$ cat config.mk
export PLATFORM = sky130hd
export DESIGN_NAME = rr_index_arbiter_flat
export DESIGN_NICKNAME = d
export VERILOG_FILES = /design/src/rtl/rr_index_arbiter_pkg.sv /design/src/rtl/rr_index_arbiter_if.sv /design/src/rtl/rr_index_arbiter_pick.sv /design/src/rtl/rr_index_arbiter.sv /design/src/flat_wrapper.sv
export SDC_FILE = /design/constraint.sdc
export NUM_CORES = 1
export LEC_CHECK = 0
export BUFFER_PORTS_ARGS = -buffer_cell sky130_fd_sc_hd__buf_2
export CAP_MARGIN = 30
export CORE_MARGIN = 2
export CORE_UTILIZATION = 55
export CTS_BUF_LIST = sky130_fd_sc_hd__clkbuf_8 sky130_fd_sc_hd__clkbuf_16
export DETAILED_ROUTE_END_ITERATION = 8
export PLACE_DENSITY = 0.77
export SYNTH_ARGS = -nofsm -noshare
export SYNTH_HDL_FRONTEND = slang
export SYNTH_SLANG_ARGS = --single-unit
$ cat constraint.sdc
create_clock -name clk -period 5.1 [get_ports clk]
set_input_delay 0 -clock clk [delete_from_list [all_inputs] [get_ports clk]]
set_output_delay 0 -clock clk [all_outputs]
set_load 0.02 [all_outputs]
$ cat src/rtl/rr_index_arbiter_pkg.sv
// Shared definitions for the round-robin index arbiter.
// Optional feature macro: GRANT_TIMEOUT_EN (forced release after a hold limit).
package rr_arb_pkg;

    typedef enum logic {
        IDLE  = 1'b0,
        GRANT = 1'b1
    } state_t;

    // Default maximum grant hold length, used only with GRANT_TIMEOUT_EN.
    localparam int TIMEOUT_CYCLES_DEFAULT = 8;

    // Number of request lines arbitrated for an index width of n.
    function automatic int num_req(input int n);
        return 1 << n;
    endfunction

endpackage

$ cat src/rtl/rr_index_arbiter_if.sv
// Request/grant bus between requesters and the round-robin index arbiter.
// Optional feature macro: GRANT_TIMEOUT_EN adds the timeout pulse.
//
// Handshake: req[k] is a level request from requester k. The arbiter answers
// with enable=1 and a=k (both registered). The grant is held until the owner
// pulses done for one cycle; done is only meaningful while enable=1. timeout
// pulses for one cycle when the arbiter forcibly ends a grant.
interface rr_index_arbiter_if #(
    parameter int N = 4
);
    logic [(1 << N)-1:0] req;
    logic                done;
    logic [N-1:0]        a;
    logic                enable;
`ifdef GRANT_TIMEOUT_EN
    logic                timeout;

    modport master (output req, output done, input a, input enable, input timeout);
    modport slave  (input req, input done, output a, output enable, output timeout);
`else
    modport master (output req, output done, input a, input enable);
    modport slave  (input req, input done, output a, output enable);
`endif
endinterface

$ cat src/rtl/rr_index_arbiter_pick.sv
// Combinational round-robin search: first set req bit after ptr, wrapping,
// with ptr itself as the lowest-priority candidate.
module rr_pick #(
    parameter int N = 4
) (
    input  logic [(1 << N)-1:0] req,
    input  logic [N-1:0]        ptr,
    output logic [N-1:0]        winner,
    output logic                any_valid
);

    // Scan ptr+1 .. ptr+2**N (mod 2**N); the first hit wins.
    always_comb begin
        winner    = '0;
        any_valid = 1'b0;
        for (int i = 1; i <= (1 << N); i++) begin
            logic [N-1:0] idx;
            idx = ptr + N'(i);
            if (!any_valid && req[idx]) begin
                winner    = idx;
                any_valid = 1'b1;
            end
        end
    end

endmodule

$ cat src/rtl/rr_index_arbiter.sv
// Round-robin arbiter driving the index/enable of a one-hot decoder.
// Optional feature macro: GRANT_TIMEOUT_EN (grant forcibly released after
// TIMEOUT_CYCLES cycles without done, with a one-cycle timeout pulse).
module rr_index_arbiter
    import rr_arb_pkg::*;
#(
    parameter int N              = 4,
    parameter int TIMEOUT_CYCLES = TIMEOUT_CYCLES_DEFAULT
) (
    input  logic                  clk,
    input  logic                  rst,
    rr_index_arbiter_if.slave     bus,
    output state_t                state_dbg
);

    localparam int NUM_REQ = num_req(N);

    state_t       state_q, state_d;
    logic [N-1:0] ptr_q, ptr_d;
    logic [N-1:0] a_q, a_d;
    logic         enable_q, enable_d;

    logic [N-1:0] pick_ptr;
    logic [N-1:0] winner;
    logic         any_valid;
    logic         expire;

`ifdef GRANT_TIMEOUT_EN
    logic [7:0]   cnt_q, cnt_d;
    logic         timeout_q, timeout_d;

    // The grant has been held for TIMEOUT_CYCLES cycles once this edge passes.
    assign expire = (state_q == GRANT) && (cnt_q == 8'(TIMEOUT_CYCLES - 1));
`else
    assign expire = 1'b0;
`endif

    // While granted, the release search starts right after the current owner.
    assign pick_ptr = (state_q == GRANT) ? a_q : ptr_q;

    rr_pick #(.N(N)) u_pick (
        .req       (bus.req),
        .ptr       (pick_ptr),
        .winner    (winner),
        .any_valid (any_valid)
    );

    // Next-state logic: grant from IDLE, hold or hand over in GRANT.
    always_comb begin
        state_d  = state_q;
        ptr_d    = ptr_q;
        a_d      = a_q;
        enable_d = enable_q;
`ifdef GRANT_TIMEOUT_EN
        cnt_d     = cnt_q;
        timeout_d = 1'b0;
`endif
        case (state_q)
            IDLE: begin
                if (any_valid) begin
                    a_d      = winner;
                    enable_d = 1'b1;
                    state_d  = GRANT;
`ifdef GRANT_TIMEOUT_EN
                    cnt_d    = '0;
`endif
                end
            end
            GRANT: begin
                if (bus.done || expire) begin
                    ptr_d = a_q;
`ifdef GRANT_TIMEOUT_EN
                    timeout_d = expire && !bus.done;
                    cnt_d     = '0;
`endif
                    if (any_valid) begin
                        a_d = winner;
                    end else begin
                        enable_d = 1'b0;
                        state_d  = IDLE;
                    end
                end else begin
`ifdef GRANT_TIMEOUT_EN
                    cnt_d = cnt_q + 8'd1;
`endif
                end
            end
            default: begin
                state_d  = IDLE;
                enable_d = 1'b0;
            end
        endcase
    end

    // State register with synchronous reset; pointer resets so index 0 is first.
    always_ff @(posedge clk) begin
        if (rst) begin
            state_q  <= IDLE;
            ptr_q    <= N'(NUM_REQ - 1);
            a_q      <= '0;
            enable_q <= 1'b0;
`ifdef GRANT_TIMEOUT_EN
            cnt_q     <= '0;
            timeout_q <= 1'b0;
`endif
        end else begin
            state_q  <= state_d;
            ptr_q    <= ptr_d;
            a_q      <= a_d;
            enable_q <= enable_d;
`ifdef GRANT_TIMEOUT_EN
            cnt_q     <= cnt_d;
            timeout_q <= timeout_d;
`endif
        end
    end

    assign bus.a      = a_q;
    assign bus.enable = enable_q;
`ifdef GRANT_TIMEOUT_EN
    assign bus.timeout = timeout_q;
`endif
    assign state_dbg  = state_q;

endmodule

$ cat src/flat_wrapper.sv
// flat-port wrapper written by rule: the top's interface ports become plain ports
module rr_index_arbiter_flat import rr_arb_pkg::*;
#(
    parameter int N              = 4,
    parameter int TIMEOUT_CYCLES = TIMEOUT_CYCLES_DEFAULT
)
  (clk, rst, state_dbg, bus_req, bus_done, bus_a, bus_enable);
  rr_index_arbiter_if #(.N(N)) bus_i ();
  input  logic clk;
  input  logic rst;
  output state_t state_dbg;
  input wire logic [$bits(bus_i.req)-1:0] bus_req;
  input wire logic [$bits(bus_i.done)-1:0] bus_done;
  output wire logic [$bits(bus_i.a)-1:0] bus_a;
  output wire logic [$bits(bus_i.enable)-1:0] bus_enable;
  assign bus_i.req = bus_req;
  assign bus_i.done = bus_done;
  assign bus_a = bus_i.a;
  assign bus_enable = bus_i.enable;
  rr_index_arbiter #(.N(N), .TIMEOUT_CYCLES(TIMEOUT_CYCLES)) u_core (.clk(clk), .rst(rst), .bus(bus_i), .state_dbg(state_dbg));
endmodule
# After elaboration in Yosys (flattened, before gate mapping)
# Index checks and enable logic that the tools add are counted.
[op_classes] multipliers=0 div_mod_pow=0 shift=0 bitwise_logic=1 reduce_logical=32 magnitude_cmp=16 mux=75 n_eq_ne=3 n_addsub=15
[ops] cell="$lt 4x5->1 const B" count=16
[ops] cell="$mux 4" count=19
[ops] cell="$bmux 1 s4" count=16
[ops] cell="$mux 1" count=37
[ops] cell="$add 4x4->4 const B" count=8
[ops] cell="$add 4x3->4 const B" count=4
[ops] cell="$logic_and 1x1->1" count=15
[ops] cell="$logic_not 1->1" count=15
[ops] cell="$add 4x2->4 const B" count=2
[ops] cell="$pmux 4 s2" count=1
[ops] cell="$add 4x1->4 const B" count=1
[ops] cell="$ne 2x2->1 const B" count=2
[ops] cell="$pmux 1 s2" count=2
[ops] cell="$reduce_and 3->1" count=1
[ops] cell="$ne 2x1->1 const B" count=1
[ops] cell="$reduce_and 2->1" count=1
[ops] cell="$not 1->1" count=1
[word_totals] wordCells=146 input_bits=19 latchBits=0 ramBits=0 regBits=10 mem_count=0 mem_bits_ro=0 output_inout_bits=6

# Logic depth before layout (Yosys ltp)
# Gate-level depths: netlist of the first run.
[logic_depth] depth_word=53 ltp_mapped=19 depth_no_buf=13

# Hierarchy
# A second synthesis of the first run with hierarchy kept.
[unflattened] cells_unflattened=307 area_unflattened_um2=2877.8
[modules_own_cells] mod="rr_pick" cells_each=263 instances=1 seq_area_each_um2=0.0 area_each_um2=2413.6
[modules_own_cells] mod="rr_index_arbiter" cells_each=44 instances=1 seq_area_each_um2=200.2 area_each_um2=464.2

# Worst setup path before layout of the first run
# No wires, ideal clock.
[synth_path] path_kind="reg2reg" from="register u_core.state_q, in the netlist u_core.state_dbg" to="register u_core.a_q[3], in the netlist u_core.bus.a[3]" path_stages_with_launch=16 setup_slack_ns=0.034 required_time_ns=4.968 arrival_ns=4.934 period_less_slack_ns=5.066 n_path_buf=3 setup_time_ns=0.132 path_cell_list="dfxtp_1 > buf_6 > mux2i_1 > clkbuf_1 > inv_1 > ha_1 > xnor2_1 > mux2_2 > mux4_2 > a211oi_1 > nand4_1 > or2_1 > buf_6 > or4_1 > mux2i_1 > a211oi_2"
[synth_via] elab_chain_cells=53 word_cells_on_any_way=115 classes_between="add/sub (15); eq/ne (1); mux (68); bitwise (1); reduce/logical (30)"
[synth_rtl] item="from (decl)" line_no="rr_index_arbiter.sv:18" rtl="state_t state_q, state_d;"
[synth_rtl] item="from (signal assigned)" line_no="rr_index_arbiter.sv:107" rtl="state_q <= state_d;"
[synth_rtl] item="$mux 4" line_no="rr_index_arbiter.sv:39" rtl="assign pick_ptr = (state_q == GRANT) ? a_q : ptr_q;"
[synth_rtl] item="$add 4x1->4" line_no="rr_index_arbiter_pick.sv:18" rtl="idx = ptr + N'(i);"
[synth_rtl] item="$bmux 1 s4" line_no="rr_index_arbiter_pick.sv:19" rtl="if (!any_valid && req[idx]) begin"
[synth_rtl] item="$mux 1 (implied by the code)" line_no="rr_index_arbiter_pick.sv:19"
[synth_rtl] item="$mux 1" line_no="rr_index_arbiter_pick.sv:19"
[synth_rtl] item="$logic_not 1->1" line_no="rr_index_arbiter_pick.sv:19"
[synth_rtl] item="$logic_and 1x1->1" line_no="rr_index_arbiter_pick.sv:19"
[synth_rtl] item="$mux 1" line_no="rr_index_arbiter_pick.sv:19"
[synth_rtl] item="[37 not listed]"
[synth_rtl] item="$logic_and 1x1->1" line_no="rr_index_arbiter_pick.sv:19"
[synth_rtl] item="$mux 1" line_no="rr_index_arbiter_pick.sv:19"
[synth_rtl] item="$logic_not 1->1" line_no="rr_index_arbiter_pick.sv:19"
[synth_rtl] item="$logic_and 1x1->1" line_no="rr_index_arbiter_pick.sv:19"
[synth_rtl] item="$mux 4 / $mux 1 (equally long branches)" line_no="rr_index_arbiter_pick.sv:19"
[synth_rtl] item="$mux 4" line_no="rr_index_arbiter.sv:60, rr_index_arbiter.sv:76"
[synth_rtl] item="$mux 4" line_no="rr_index_arbiter.sv:70" rtl="if (bus.done || expire) begin"
[synth_rtl] item="$pmux 4 s2" line_no="rr_index_arbiter.sv:58" rtl="case (state_q)"
[synth_rtl] item="to (signal assigned)" line_no="rr_index_arbiter.sv:100" rtl="a_q <= '0;"
[synth_rtl] item="to (signal assigned)" line_no="rr_index_arbiter.sv:109" rtl="a_q <= a_d;"
[synth_rtl] item="to (decl)" line_no="rr_index_arbiter.sv:20" rtl="logic [N-1:0] a_q, a_d;"
# Parallel ways exist; a longest one is shown, timed or not. The select of a mux whose other input is x is not followed.
# A chain may end at the register's enable or synchronous reset.

# Worst setup path in the final report of the first run
# Same ends and word-level chain as after synthesis.

==> reports/qor.yml, run 1 <==
outcome: "finished clean"
globalRoute.busiestLayer: "met2"
diodes: 0
cp.arrival_ns: 4.81
post_synth_num_cell_types: 65
syn_to_final_growth_pct: 10.5
ys_seq_area_frac: 0.0699
worst_slew_margin_rel: 0.461
clock_tree.htree_level_count: 1
synthCells: 355
yosys.cell_count.top_type: "sky130_fd_sc_hd__nand2_1"
core-area_sq_mm: 0.00507
synth.largest_area_cell: "sky130_fd_sc_hd__mux4_2"
number_of_enable_type_register_cells_in_the_synthesized_netlist: 0
peakVddDrop_mv: 0.353
cts-resized-gates: 0
clock-sinks: 10
fin_nets: 410
core.rowCount: 26
grt.total_usage: 0.328
clk_path_buf_depth: 2
post_cts.repair.setup_buffers: 0
detail_route.iter0.violations: 299
layout.core_utilization: 0.624
criticalPathCategory: "register to register"
cell_by_cell_trace_of_the_critical_path: "mux2i_2 > buf_4 > ha_1 > xnor2_2 > mux4_1 > mux4_2 > a2111oi_4 > nand4_1 > or2_1 > or4_1 > mux2i_1 > a211oi_2"
synth.net_count: 382
maxCapViolCount: 0
cp-start-kind: "register"
num_io_pins: 25
final_layout_size_suffix_gt1_frac: 0.228
drv_slew: 0
met2_usage: 0.526
critical_path.endpoint_type: "register"
worstPathMaxFanout: 16
path_buf_inv: 1
grt_use_met3: 0.0308
yosysWarningCount: 0
grt_antenna_before_repair: 0
p_per_area_mw_per_mm2: 687
numPortBuffers: 24
grtUsageMet1: 0.473
crit_family: "multiplexers"
post-route-period-util: 0.922
synth-async-reset-ratio: 0
ys_dominant_reg_cell: "sky130_fd_sc_hd__dfxtp_1"
worstSkewPairLatency_ns: 0.23
finalClockSkew_ns: 0.000849
grt-ovfl-total: 0
routed_wirelength_microns: 9320
syn_area_sq_mm: 0.00286
viasPerCell: 6.87
globalplace.congestion: 0.978
num_vias: 3106
clkSlewWorstSetupHoldPaths_ns: 0.05
dieArea_sq_mm: 0.00580
dieWidth_microns: 76.2
drt.antenna.violating_nets: 0
dr_pass1_iterations: 7
setup_tns_ns: 0
static-leakage-power_uw: 0.00125
clock_tree.root_cell: "sky130_fd_sc_hd__clkbuf_8"
finalSetupViolations: 0
number_of_global_route_vias_before_repair: 2903
cp.required_ns: 5.21
max_freq_ghz: 0.213
post_cts_hold_buffer_count: 0
hold_viol_final: 0
hold_path.class: "input pin to register"
tritoncts.num_buffers: 3
detailedPlacementHpwl_microns: 7160
remaining_drc_errors: 0
max_stage_delay_ns: 0.68
routedWlPerCell_microns: 20.6
floorplan.die.height_microns: 76.2
initial_core_util: 0.564
worst_hold_slack_ns: 0.0435
setup_repair_after_global_routing_missed_its_margin: "false"
maximum_number_of_pins_on_one_net_before_global_route_repair: 25
post-synth-top-area-fraction: 0.142
cts_tree: "built"
worstMarginPinSlew_ns: 0.803
yosys_register_bits: 10
grt_first_pass_wirelength_microns: 15400
synthTopCellsByCount: "33 x sky130_fd_sc_hd__nand2_1, 32 x sky130_fd_sc_hd__a21oi_1, 31 x sky130_fd_sc_hd__nor2_1"
synth_area_leaders: "sky130_fd_sc_hd__mux4_2 14%, sky130_fd_sc_hd__mux2i_1 9.4%, sky130_fd_sc_hd__dfxtp_1 7.0%"
critical_path_slowest_stage_cell: "sky130_fd_sc_hd__dfxtp_1"
post-route-min-period_ns: 4.70
postSynthAreaPerCell_sq_um: 8.07
flip-flops by register name (all words and copies together) (netlist names):
| register | count |
|---|---|
| u_core.bus.a | 4 |
| u_core.ptr_q | 4 |
| u_core.bus.enable | 1 |
| u_core.state_dbg | 1 |
stage by stage:
step	power, uW	setup slack, ns	area, sq um	std cells
3_3_place_gp	2000	0.589	3110	448
4_1_cts	2120	0.420	3170	452
2_1_floorplan	1530	0.0339	2860	355
3_5_place_dp	2010	0.438	3110	448
5_1_grt	2320	0.145	3170	452
6_report	2170	0.399	3170	452
worst register-to-register path: stages, from the launching register on:
cell and delay (ns):
sky130_fd_sc_hd__dfxtp_1 0.68, sky130_fd_sc_hd__mux2i_2 0.31, sky130_fd_sc_hd__buf_4 0.30, sky130_fd_sc_hd__ha_1 0.29
sky130_fd_sc_hd__xnor2_2 0.25, sky130_fd_sc_hd__mux4_1 0.42, sky130_fd_sc_hd__mux4_2 0.61, sky130_fd_sc_hd__a2111oi_4 0.41
sky130_fd_sc_hd__nand4_1 0.19, sky130_fd_sc_hd__or2_1 0.34, sky130_fd_sc_hd__or4_1 0.54, sky130_fd_sc_hd__mux2i_1 0.17
sky130_fd_sc_hd__a211oi_2 0.07
kinds of logic (layout without fill, tap and decap cells):
kind of cell | count (synthesis) | in the layout | synth area share
DFF | 10 | 10 | 0.0699
and+or+nand+nor | 119 | 119 | 0.203
buffers and inverters | 33 | 60 | 0.0537
xor gates and xnor gates | 11 | 11 | 0.0363
AOI/OAI and AO/OA | 114 | 114 | 0.284
muxes | 60 | 60 | 0.318
adders and majority gates | 8 | 8 | 0.0350
layout by cell type (no fill, tap or decap), types with 6 or more instances in the layout:
| cell type | n |
|---|---|
| sky130_fd_sc_hd__mux2_2 | 9 |
| sky130_fd_sc_hd__nor2_1 | 31 |
| sky130_fd_sc_hd__ha_1 | 8 |
| sky130_fd_sc_hd__a21oi_1 | 32 |
| sky130_fd_sc_hd__buf_4 | 17 |
| sky130_fd_sc_hd__buf_2 | 24 |
| sky130_fd_sc_hd__xnor2_1 | 10 |
| sky130_fd_sc_hd__a211o_1 | 10 |
| sky130_fd_sc_hd__dfxtp_1 | 10 |
| sky130_fd_sc_hd__mux4_2 | 18 |
| sky130_fd_sc_hd__mux2i_1 | 26 |
| sky130_fd_sc_hd__nor3_1 | 13 |
| sky130_fd_sc_hd__inv_1 | 13 |
| sky130_fd_sc_hd__o21ai_0 | 19 |
| sky130_fd_sc_hd__nand2_1 | 33 |
| sky130_fd_sc_hd__a31oi_1 | 6 |
| sky130_fd_sc_hd__nand2b_1 | 13 |
where the power goes:
group          switching, uW  total (uW)  internal [uW]
combinational           1180        1960            778
clock                   31.9        99.8           67.9
sequential              19.2         115           95.5
total                   1230        2170            941
area by class of cell:
type                    instances  area [sq um]
fillers                       460          1910
repair buffers                 41           248
multi-input cells             312          2510
clock buffers                   4          55.1
flip-flops and latches         10           200
well taps                      70          87.6
inverters                      15          61.3
final timing paths:
| kind | startpoint | to | slack, ns | depth (start not counted) |
|---|---|---|---|---|
| max reg2reg | u_core.state_dbg$_SDFF_PP0_ | u_core.bus.a[3]$_SDFFE_PP0P_ | 0.40 | 12 |
| min reg2reg | u_core.ptr_q[3]$_SDFFE_PP1P_ | u_core.ptr_q[3]$_SDFFE_PP1P_ | 0.50 | 1 |
| max | u_core.state_dbg$_SDFF_PP0_ | u_core.bus.a[3]$_SDFFE_PP0P_ | 0.40 | 12 |
| min | bus_done | u_core.bus.enable$_SDFFE_PP0P_ | 0.04 | 2 |
layer usage:
layer	up-vias	wire length, microns
met5	-	0
li1	1442	-
met3	18	729
met1	1466	4060
met2	180	4300
met4	0	229
Note: power is estimated with default switching activity, not from simulation.
==> run 2, diff against run 1 <==
--- a/config.mk
+++ b/config.mk
@@ -11,7 +11,7 @@
 export CORE_UTILIZATION = 55
 export CTS_BUF_LIST = sky130_fd_sc_hd__clkbuf_8 sky130_fd_sc_hd__clkbuf_16
 export DETAILED_ROUTE_END_ITERATION = 8
-export PLACE_DENSITY = 0.77
+export PLACE_DENSITY_LB_ADDON = 0.3
 export SYNTH_ARGS = -nofsm -noshare
 export SYNTH_HDL_FRONTEND = slang
 export SYNTH_SLANG_ARGS = --single-unit
==> reports/qor.yml, run 2 (synthesis gave the netlist of run 1 again) <==
core.rowCount: 26  # unchanged
final_common_cell: "sky130_fd_sc_hd__nand2_1"
post-route-period-util: 0.906  # -0.0159
cp.required_ns: 5.21  # about the same
viasPerCell: 7.00  # +1.9%
cts-resized-gates: 0  # unchanged
dieWidth_microns: 76.2  # unchanged
post_cts.repair.setup_buffers: 0  # unchanged
remaining_drc_errors: 0  # unchanged
cp-start-kind: "register"
clkSlewWorstSetupHoldPaths_ns: 0.05  # about the same
critical_path.endpoint_type: "register"
p_sw_frac: 0.570  # +0.00332
core-area_sq_mm: 0.00507  # unchanged
clock_tree.root_cell: "sky130_fd_sc_hd__clkbuf_8"
drv_slew: 0  # unchanged
numPortBuffers: 24  # unchanged
p_switching_uw: 1220  # -1.0%
grt.total_usage: 0.319  # -0.00838
grt_first_pass_wirelength_microns: 15000  # -3.0%
cp.arrival_ns: 4.73  # -0.08 ns
floorplan.die.height_microns: 76.2  # unchanged
clock-sinks: 10  # unchanged
layout.area.seq_sq_um: 200  # unchanged
drt.antenna.violating_nets: 0  # unchanged
grt-ovfl-total: 0  # unchanged
clkPwrFrac: 0.045  # about the same
fin_nets: 406  # -0.98%
clk_path_buf_depth: 2  # unchanged
worstSkewPairLatency_ns: 0.23  # about the same
fill_cells: 468  # +1.7%
detailedPlacementHpwl_microns: 7000  # -2.3%
routedWlPerCell_microns: 20.6  # -0.18%
path_buf_inv: 3  # +2
worstPathMaxFanout: 11  # -5
maximum_number_of_pins_on_one_net_before_global_route_repair: 25  # unchanged
tritoncts.num_buffers: 3  # unchanged
criticalPathCategory: "register to register"
routed_wirelength_microns: 9220  # -1.1%
post_cts_hold_buffer_count: 0  # unchanged
crit_top_cell: "sky130_fd_sc_hd__buf_4"
hold_path.class: "input pin to register"
initial_core_util: 0.564  # unchanged
multiInputGateArea_sq_mm: 0.00251  # unchanged
final_cell_count_no_fill: 448  # -0.88%
hold_viol_final: 0  # unchanged
outcome: "finished clean"
critical_path_slowest_stage_cell: "sky130_fd_sc_hd__mux4_2"
diodes: 0  # unchanged
timing.reg2reg.worst_path_depth: 14  # +2
p_per_area_mw_per_mm2: 682  # -0.63%
number_of_global_route_vias_before_repair: 2878  # -0.86%
finalClockSkew_ns: 0.00212  # +0.00127 ns
finalSetupViolations: 0  # unchanged
worst_slew_margin_rel: 0.509  # +0.0477
dr_pass1_iterations: 5  # -2
peakVddDrop_mv: 0.291  # -17%
setup_repair_after_global_routing_missed_its_margin: "false"
internal-power_uw: 919  # -2.3%
crit_family: "multiplexers"
num_vias: 3136  # +0.97%
num_io_pins: 25  # unchanged
max_stage_delay_ns: 0.55  # -0.13 ns
crit_cells: 14  # +2
grt_antenna_before_repair: 0  # unchanged
final_cell_mix: "33 x sky130_fd_sc_hd__nand2_1, 32 x sky130_fd_sc_hd__a21oi_1, 31 x sky130_fd_sc_hd__nor2_1"
worstMarginPinSlew_ns: 0.722  # -0.0812 ns
detail_route.iter0.violations: 431  # +44%
dieArea_sq_mm: 0.00580  # unchanged
power.share.combinational: 0.901  # about the same
syn_to_final_growth_pct: 9.48
placed_cells: 443  # -1.1%
static-leakage-power_uw: 0.00123  # -1.5%
cell_by_cell_trace_of_the_critical_path: "buf_4 > mux2i_2 > inv_1 > ha_1 > xnor2_1 > mux2_2 > mux4_2 > a211oi_1 > nand4_1 > buf_4 > or2_1 > or4_1 > mux2i_1 > a211oi_2"
final_layout_size_suffix_gt1_frac: 0.220  # -0.00817
whs_path_depth: 2  # unchanged
flop_pwr_share: 0.054  # about the same
clock_tree.htree_level_count: 1  # unchanged
setup_tns_ns: 0  # unchanged
cts_tree: "built"
post-route-min-period_ns: 4.62  # -0.0810 ns
globalplace.congestion: 0.970  # -0.84%
maxCapViolCount: 0  # unchanged
max_freq_ghz: 0.216  # +1.8%
run 2: worst paths after layout:
| kind | startpoint | endpoint | slack [ns] |
|---|---|---|---|
| worst min register to register | u_core.ptr_q[3]$_SDFFE_PP1P_ | u_core.ptr_q[3]$_SDFFE_PP1P_ | 0.51 |
| worst min-delay path | bus_done | u_core.bus.enable$_SDFFE_PP0P_ | 0.06 |
| worst max-delay path | u_core.state_dbg$_SDFF_PP0_ | u_core.bus.a[3]$_SDFFE_PP0P_ | 0.48 |
| worst max register to register | u_core.state_dbg$_SDFF_PP0_ | u_core.bus.a[3]$_SDFFE_PP0P_ | 0.48 |
run 2: per-stage QoR:
stage	area, sq um	utilization	worst slack (ns)	power (uW)	hold slack, ns
2_1_floorplan	2860	-	0.0339	1530	0.105
3_3_place_gp	3070	0.606	0.660	1960	0.255
3_5_place_dp	3070	0.606	0.507	1970	0.271
4_1_cts	3130	0.616	0.506	2070	0.0469
5_1_grt	3140	0.618	0.207	2290	0.0629
6_report	3140	0.618	0.480	2140	0.0563
run 2: per-layer routing:
| metal | global-route usage | share of wire |
|---|---|---|
| met5 | 0 | 0 |
| met4 | 0.140 | 0.041 |
| met3 | 0.0320 | 0.084 |
| met2 | 0.514 | 0.46 |
| met1 | 0.437 | 0.41 |
run 2: power groups by stage:
stage               Clock (uW)  Combinational (uW)  Sequential, uW
finish                    97.0                1930             115
CTS                       99.3                1860             114
floorplan                    0                1400             128
detailed placement           0                1850             116
global placement             0                1840             114
global route               103                2070             116
run 2: cell type report:
| class | count | share of cell area |
|---|---|---|
| clock buffer | 4 | 0.0176 |
| sequential | 10 | 0.0638 |
| timing repair buffer | 37 | 0.0694 |
| multi-input combinational | 312 | 0.802 |
| inverter | 15 | 0.0196 |
| tap | 70 | 0.0279 |
